**src/rtl/sccb_slave_regfile.sv**
```systemverilog
// SCCB slave fronting a 256x8 register file. SCL/SDA are filtered with 3-4 iCLK of latency; oRD_DATA lags iRD_ADDR by 1 cycle.
// No backpressure: the bus master owns all timing, and oWR_STB is a single-cycle pulse per written register.
module sccb_slave_regfile #(
  parameter logic [6:0]  DEV_ADDR = 7'h21,
  parameter int unsigned PTR_INC  = 1
) (
  input  logic       iCLK,
  input  logic       iRST_N,
  input  logic       iSCL,
  input  logic       iSDA,
  output logic       oSDA_OE,
  output logic       oWR_STB,
  output logic [7:0] oWR_ADDR,
  output logic [7:0] oWR_DATA,
  input  logic [7:0] iRD_ADDR,
  output logic [7:0] oRD_DATA,
  output logic       oBUSY
);

  typedef enum logic [3:0] {
    IDLE, DEV, DEV_ACK, SUB, SUB_ACK, WDAT, WDAT_ACK, RDAT, RDAT_MACK, WAIT_STOP
  } state_t;

  function automatic logic maj3(input logic a, input logic b, input logic c);
    return (a & b) | (a & c) | (b & c);
  endfunction

  logic       r_scl_s1, r_scl_s2, r_sda_s1, r_sda_s2;
  logic [1:0] r_scl_h, r_sda_h;
  logic       r_scl_f, r_sda_f, r_scl_fd, r_sda_fd;
  logic [2:0] r_arm;

  always_ff @(posedge iCLK or negedge iRST_N) begin
    if (!iRST_N) begin
      r_scl_s1 <= 1'b1;
      r_scl_s2 <= 1'b1;
      r_sda_s1 <= 1'b1;
      r_sda_s2 <= 1'b1;
      r_scl_h  <= 2'b11;
      r_sda_h  <= 2'b11;
      r_scl_f  <= 1'b1;
      r_sda_f  <= 1'b1;
      r_scl_fd <= 1'b1;
      r_sda_fd <= 1'b1;
      r_arm    <= 3'd0;
    end else begin
      r_scl_s1 <= iSCL;
      r_scl_s2 <= r_scl_s1;
      r_sda_s1 <= iSDA;
      r_sda_s2 <= r_sda_s1;
      r_scl_h  <= {r_scl_h[0], r_scl_s2};
      r_sda_h  <= {r_sda_h[0], r_sda_s2};
      r_scl_f  <= maj3(r_scl_s2, r_scl_h[0], r_scl_h[1]);
      r_sda_f  <= maj3(r_sda_s2, r_sda_h[0], r_sda_h[1]);
      r_scl_fd <= r_scl_f;
      r_sda_fd <= r_sda_f;
      if (r_arm != 3'd7) r_arm <= r_arm + 3'd1;
    end
  end

  // START/STOP are masked until the filter pipeline has refilled after reset,
  // so a reset released mid-transfer cannot fabricate a bus condition.
  logic w_armed, w_scl_rise, w_scl_fall, w_start, w_stop;
  assign w_armed    = (r_arm == 3'd7);
  assign w_scl_rise = r_scl_f & ~r_scl_fd;
  assign w_scl_fall = ~r_scl_f & r_scl_fd;
  assign w_start    = w_armed & r_scl_f & r_scl_fd & r_sda_fd & ~r_sda_f;
  assign w_stop     = w_armed & r_scl_f & r_scl_fd & ~r_sda_fd & r_sda_f;

  state_t     r_state, w_state_nxt;
  logic [3:0] r_cnt, w_cnt_nxt;
  logic [7:0] r_sh, w_sh_nxt;
  logic [7:0] r_ptr, w_ptr_nxt;
  logic       r_oe, w_oe_nxt;
  logic       r_rw, w_rw_nxt;
  logic       w_we;
  logic       r_busy, r_wr_stb;
  logic [7:0] r_wr_addr, r_wr_data, r_rd_data;
  logic [7:0] r_mem [256];
  logic [7:0] w_byte, w_rd_byte;

  assign w_byte    = {r_sh[6:0], r_sda_f};
  assign w_rd_byte = r_mem[r_ptr];

  always_comb begin
    w_state_nxt = r_state;
    w_cnt_nxt   = r_cnt;
    w_sh_nxt    = r_sh;
    w_ptr_nxt   = r_ptr;
    w_oe_nxt    = r_oe;
    w_rw_nxt    = r_rw;
    w_we        = 1'b0;
    if (w_stop) begin
      w_state_nxt = IDLE;
      w_oe_nxt    = 1'b0;
    end else if (w_start) begin
      w_state_nxt = DEV;
      w_oe_nxt    = 1'b0;
      w_cnt_nxt   = 4'd0;
    end else begin
      case (r_state)
        DEV: if (w_scl_rise) begin
          w_sh_nxt  = w_byte;
          w_cnt_nxt = r_cnt + 4'd1;
          if (r_cnt == 4'd7) begin
            if (r_sh[6:0] == DEV_ADDR) begin
              w_rw_nxt    = r_sda_f;
              w_state_nxt = DEV_ACK;
            end else begin
              w_state_nxt = WAIT_STOP;
            end
          end
        end
        DEV_ACK: if (w_scl_fall) begin
          // First fall asserts ACK, second fall ends it and, for a read, presents the MSB.
          if (!r_oe) begin
            w_oe_nxt = 1'b1;
          end else begin
            w_oe_nxt  = 1'b0;
            w_cnt_nxt = 4'd0;
            if (r_rw) begin
              w_state_nxt = RDAT;
              w_sh_nxt    = {w_rd_byte[6:0], 1'b0};
              w_oe_nxt    = ~w_rd_byte[7];
            end else begin
              w_state_nxt = SUB;
            end
          end
        end
        SUB: if (w_scl_rise) begin
          w_sh_nxt  = w_byte;
          w_cnt_nxt = r_cnt + 4'd1;
          if (r_cnt == 4'd7) begin
            w_ptr_nxt   = w_byte;
            w_state_nxt = SUB_ACK;
          end
        end
        SUB_ACK: if (w_scl_fall) begin
          if (!r_oe) begin
            w_oe_nxt = 1'b1;
          end else begin
            w_oe_nxt    = 1'b0;
            w_cnt_nxt   = 4'd0;
            w_state_nxt = WDAT;
          end
        end
        WDAT: if (w_scl_rise) begin
          w_sh_nxt  = w_byte;
          w_cnt_nxt = r_cnt + 4'd1;
          if (r_cnt == 4'd7) begin
            w_we        = 1'b1;
            w_state_nxt = WDAT_ACK;
          end
        end
        WDAT_ACK: if (w_scl_fall) begin
          if (!r_oe) begin
            w_oe_nxt = 1'b1;
          end else begin
            w_oe_nxt    = 1'b0;
            w_cnt_nxt   = 4'd0;
            w_ptr_nxt   = r_ptr + 8'(PTR_INC);
            w_state_nxt = WDAT;
          end
        end
        RDAT: begin
          if (w_scl_rise) begin
            w_cnt_nxt = r_cnt + 4'd1;
          end else if (w_scl_fall) begin
            if (r_cnt == 4'd8) begin
              w_oe_nxt    = 1'b0;
              w_state_nxt = RDAT_MACK;
            end else begin
              w_oe_nxt = ~r_sh[7];
              w_sh_nxt = {r_sh[6:0], 1'b0};
            end
          end
        end
        RDAT_MACK: begin
          // r_cnt==9 marks "master ACKed, reload on the next fall".
          if (w_scl_rise) begin
            w_ptr_nxt = r_ptr + 8'(PTR_INC);
            if (r_sda_f) w_state_nxt = WAIT_STOP;
            else         w_cnt_nxt   = 4'd9;
          end else if (w_scl_fall && r_cnt == 4'd9) begin
            w_cnt_nxt   = 4'd0;
            w_sh_nxt    = {w_rd_byte[6:0], 1'b0};
            w_oe_nxt    = ~w_rd_byte[7];
            w_state_nxt = RDAT;
          end
        end
        default: ;
      endcase
    end
  end

  always_ff @(posedge iCLK or negedge iRST_N) begin
    if (!iRST_N) begin
      r_state   <= IDLE;
      r_cnt     <= 4'd0;
      r_sh      <= 8'd0;
      r_ptr     <= 8'd0;
      r_oe      <= 1'b0;
      r_rw      <= 1'b0;
      r_busy    <= 1'b0;
      r_wr_stb  <= 1'b0;
      r_wr_addr <= 8'd0;
      r_wr_data <= 8'd0;
      r_rd_data <= 8'd0;
    end else begin
      r_state   <= w_state_nxt;
      r_cnt     <= w_cnt_nxt;
      r_sh      <= w_sh_nxt;
      r_ptr     <= w_ptr_nxt;
      r_oe      <= w_oe_nxt;
      r_rw      <= w_rw_nxt;
      r_wr_stb  <= w_we;
      r_rd_data <= r_mem[iRD_ADDR];
      if (w_we) begin
        r_wr_addr <= r_ptr;
        r_wr_data <= w_byte;
      end
      if (w_stop)       r_busy <= 1'b0;
      else if (w_start) r_busy <= 1'b1;
    end
  end

  always_ff @(posedge iCLK or negedge iRST_N) begin
    if (!iRST_N) begin
      for (int i = 0; i < 256; i++) r_mem[i] <= 8'd0;
    end else if (w_we) begin
      r_mem[r_ptr] <= w_byte;
    end
  end

  assign oSDA_OE  = r_oe;
  assign oWR_STB  = r_wr_stb;
  assign oWR_ADDR = r_wr_addr;
  assign oWR_DATA = r_wr_data;
  assign oRD_DATA = r_rd_data;
  assign oBUSY    = r_busy;

endmodule

```
**config.mk**
```make
export PLATFORM = sky130hd
export DESIGN_NAME = sccb_slave_regfile
export DESIGN_NICKNAME = d
export VERILOG_FILES = /design/src/rtl/sccb_slave_regfile.sv
export SDC_FILE = /design/constraint.sdc
export NUM_CORES = 2
export LEC_CHECK = 0
export CAP_MARGIN = 10
export CORE_AREA = 4 4 539 541
export CTS_CLUSTER_DIAMETER = 60
export CTS_CLUSTER_SIZE = 14
export DETAILED_ROUTE_END_ITERATION = 16
export DIE_AREA = 0 0 543 545
export GPL_ROUTABILITY_DRIVEN = 0
export PLACE_DENSITY = 0.55
export SLEW_MARGIN = 20
export SYNTH_ARGS = -nofsm -noshare
export SYNTH_HDL_FRONTEND = slang
export SYNTH_SLANG_ARGS = --single-unit
export TNS_END_PERCENT = 5
```
**constraint.sdc**
```tcl
create_clock -name iCLK -period 3.7 [get_ports iCLK]
set_input_delay 0.74 -clock iCLK [delete_from_list [all_inputs] [get_ports iCLK]]
set_output_delay 0.74 -clock iCLK [all_outputs]
set_load 0.1 [all_outputs]
```
==> results.json <==
{
  "grt_max_degree": 218,
  "synth_edf_count": 0,
  "cts_made_buffers": 211,
  "utilization_pct": 45.6,
  "violations": "negative setup slack",
  "tns_ps": -143,
  "r2r_start": "r_ptr[0]",
  "cp-startpoint": "r_ptr[0]",
  "place_ws_ps": -288,
  "drc": 0,
  "syn_nets": 7193,
  "irDropWorstVdd_mv": 0.706,
  "hold_viol_final": 0,
  "overflow": 0,
  "routedWlPerCell_um": 36.3,
  "outcome": "finished, violations left",
  "start_util_pct": 39.9,
  "place_area_sq_um": 123000,
  "cts.sinks": 2115,
  "grt_use_total_pct": 27.9,
  "fin_skew_ps": 76.8,
  "drt_wl_total_mm": 413,
  "p_leak_nw": 57.8,
  "yosys_warnings": 0,
  "dieArea_sq_um": 296000,
  "reg2reg_to": "oSDA_OE",
  "min_path_cells": 1,
  "layout-drive-gt1-share_pct": 59.5,
  "path_clk_slew_ps": 70,
  "clockBufferDepth": 4,
  "synth.area.top_cells": "dfrtp_1 46%, mux4_2 23%, mux2_2 20%",
  "rsz0062_at_grt": "yes",
  "cts_tree": "yes",
  "r2r_slack_ps": -90,
  "num_vias": 73058,
  "core_area_sq_um": 285000,
  "rows": 196,
  "portBuffers": 38,
  "syn_area_sq_um": 114000,
  "ys_types": 82,
  "worstSetupPathType": "reg -> reg",
  "n_fill_cell": 24908,
  "syn-instance-count": 7172,
  "finalSetupViolCount": 2,
  "grt_pass1_vias": 75164,
  "final_nets": 7491,
  "clock_latency_ps": 930,
  "setup_ws_ps": -87.6,
  "r2r_cells": 9,
  "io_pins": 39,
  "tightestPinTransition_ps": 1160,
  "vias_per_cell": 6.41,
  "yosysMostFrequentCell": "dfrtp_1",
  "die_h_um": 545,
  "synth_seq_cells": 2115,
  "antenna_left": 0,
  "synthTopCellsByCount": "2103 x dfrtp_1, 2065 x mux2_2, 1159 x mux4_2",
  "postCtsSetupRepairBufs": 0,
  "stdcell_area_sq_um": 130000,
  "async_reset_ff_share_pct": 100,
  "period_minus_slack_ps": 3790,
  "detailed_place_hpwl_mm": 284,
  "max-slew-margin-rel_pct": 22.4,
  "cp-end-kind": "flop",
  "syn_to_final_growth_pct": 14.2,
  "fmaxAchievable_mhz": 264,
  "drt_iter0_drc": 7538,
  "cts_max_level": 4,
  "powerDensity_nw_per_um2": 516,
  "avgSynthCellArea_sq_um": 15.9,
  "grt_pass1_wl_mm": 592,
  "cap_violations": 0,
  "yosysSeqAreaShare_pct": 46.5,
  "critPathLaunchType": "flop",
  "synth_top_area_share_pct": 46.2,
  "hold_class": "in -> reg",
  "finalCritPeriodShare_pct": 102,
  "fp.dieW_um": 543,
  "worst-path-max-fanout": 32,
  "critical_path_arrival_ps": 4640,
  "yosysTopAreaCell": "dfrtp_1",
  "antenna_found_initial": 30,
  "report.final.slew_viol_count": 0,
  "p_total_mw": 67.1,
  "critPathCapture": "oSDA_OE",
  "clockRootBuffer": "clkbuf_16",
  "synth-main-ff-cell": "dfrtp_1",
  "cp.required_ps": 4550,
  "drt_first_pass_iters": 6
}
## layout by cell type, fill, tap and decap left out, types with 13 or more instances in the layout
| cell | count |
|---|---|
| dfrtp_1 | 2091 |
| clkdlybuf4s50_1 | 22 |
| o21ai_0 | 49 |
| a31oi_1 | 14 |
| mux2_2 | 2065 |
| and3_1 | 15 |
| a22o_1 | 14 |
| nor3_1 | 25 |
| nor2_2 | 113 |
| nand3_1 | 31 |
| clkbuf_1 | 33 |
| a22oi_1 | 73 |
| clkbuf_8 | 27 |
| mux4_2 | 1159 |
| clkinv_4 | 13 |
| a21oi_1 | 50 |
| bufinv_16 | 16 |
| clkinvlp_4 | 19 |
| buf_12 | 132 |
| mux2i_1 | 197 |
| nor2_1 | 83 |
| o22ai_1 | 26 |
| a211oi_1 | 16 |
| nor2_4 | 100 |
| clkinv_2 | 18 |
| buf_4 | 555 |
| nor2b_1 | 13 |
| nand2_1 | 147 |
| clkbuf_16 | 213 |
## report_power, final
group	internal, mW	switching [mW]
clock	12.3	10.2
sequential	23.3	0.939
combinational	6.24	14.1
## kinds of logic after synthesis
kind of cell / count (synthesis) / share of synthesized area, %
mux: 3422 / 45.1
flops: 2115 / 46.5
simple gates: 638 / 3.45
fa+ha+maj: 12 / 0.125
compound gates: 338 / 2.09
buf+inv: 645 / 2.68
xor+xnor: 2 / 0.0154
## metrics by stage
| stage | cells | hold slack (ps) |
|---|---|---|
| 5_1_grt | 11386 | 215 |
| 2_1_floorplan | 7172 | 345 |
| 3_5_place_dp | 11017 | 348 |
| 6_report | 11394 | 242 |
| 4_1_cts | 11383 | 181 |
| 3_3_place_gp | 11017 | 350 |
## worst max-delay path, stage by stage (launching register included)
cell and delay (ps):
dfrtp_4 580, buf_12 290, buf_12 330, mux4_2 570, o211ai_1 180, a211oi_1 90, buf_4 160, nor4_1 920
a41oi_1 270, a21oi_1 220
## worst min-delay path by stage
stage             start       end  slack (ps)
3_3_place_gp   r_scl_s1  r_scl_s2         350
6_report           iSCL  r_scl_s1         240
3_5_place_dp   r_scl_s1  r_scl_s2         350
2_1_floorplan  r_scl_s1  r_scl_s2         350
4_1_cts            iSCL  r_scl_s1         180
5_1_grt            iSCL  r_scl_s1         220
## per-layer routing
metal / GRT usage, % / routed length (um)
met4: 12.4 / 22100
met5: 0 / 91
met2: 41.4 / 183000
met1: 39.1 / 173000
met3: 6.55 / 35300
## flip-flops by register name, indices dropped and copies added, names as in the netlist, 2 cells and up
name and flops:
oRD_DATA 8, oWR_ADDR 8, oWR_DATA 8, r_arm 3, r_cnt 4, r_mem 2048, r_ptr 8, r_scl_h 2
r_sda_h 2, r_sh 8, r_state 4
## layout make-up
type                    instances  area, sq um  area share [%]
diodes                         10         25.0          0.0193
clock buffers                 273         5830            4.48
clock inverters                92         1140           0.876
inverters                      13         57.6          0.0443
multi-input cells            4412        58000            44.7
flip-flops and latches       2115        53000            40.8
well taps                    3762         4710            3.62
repair buffers                717         7180            5.52
## repair_timing
item / CTS / global route
pin swaps: 0 / 1
hold buffers: 1 / 0
setup endpoints to repair: 2 / 5
resized for setup: 2 / 7
hold endpoints to repair: 15 / 0
(Power assumes the default switching activity.)
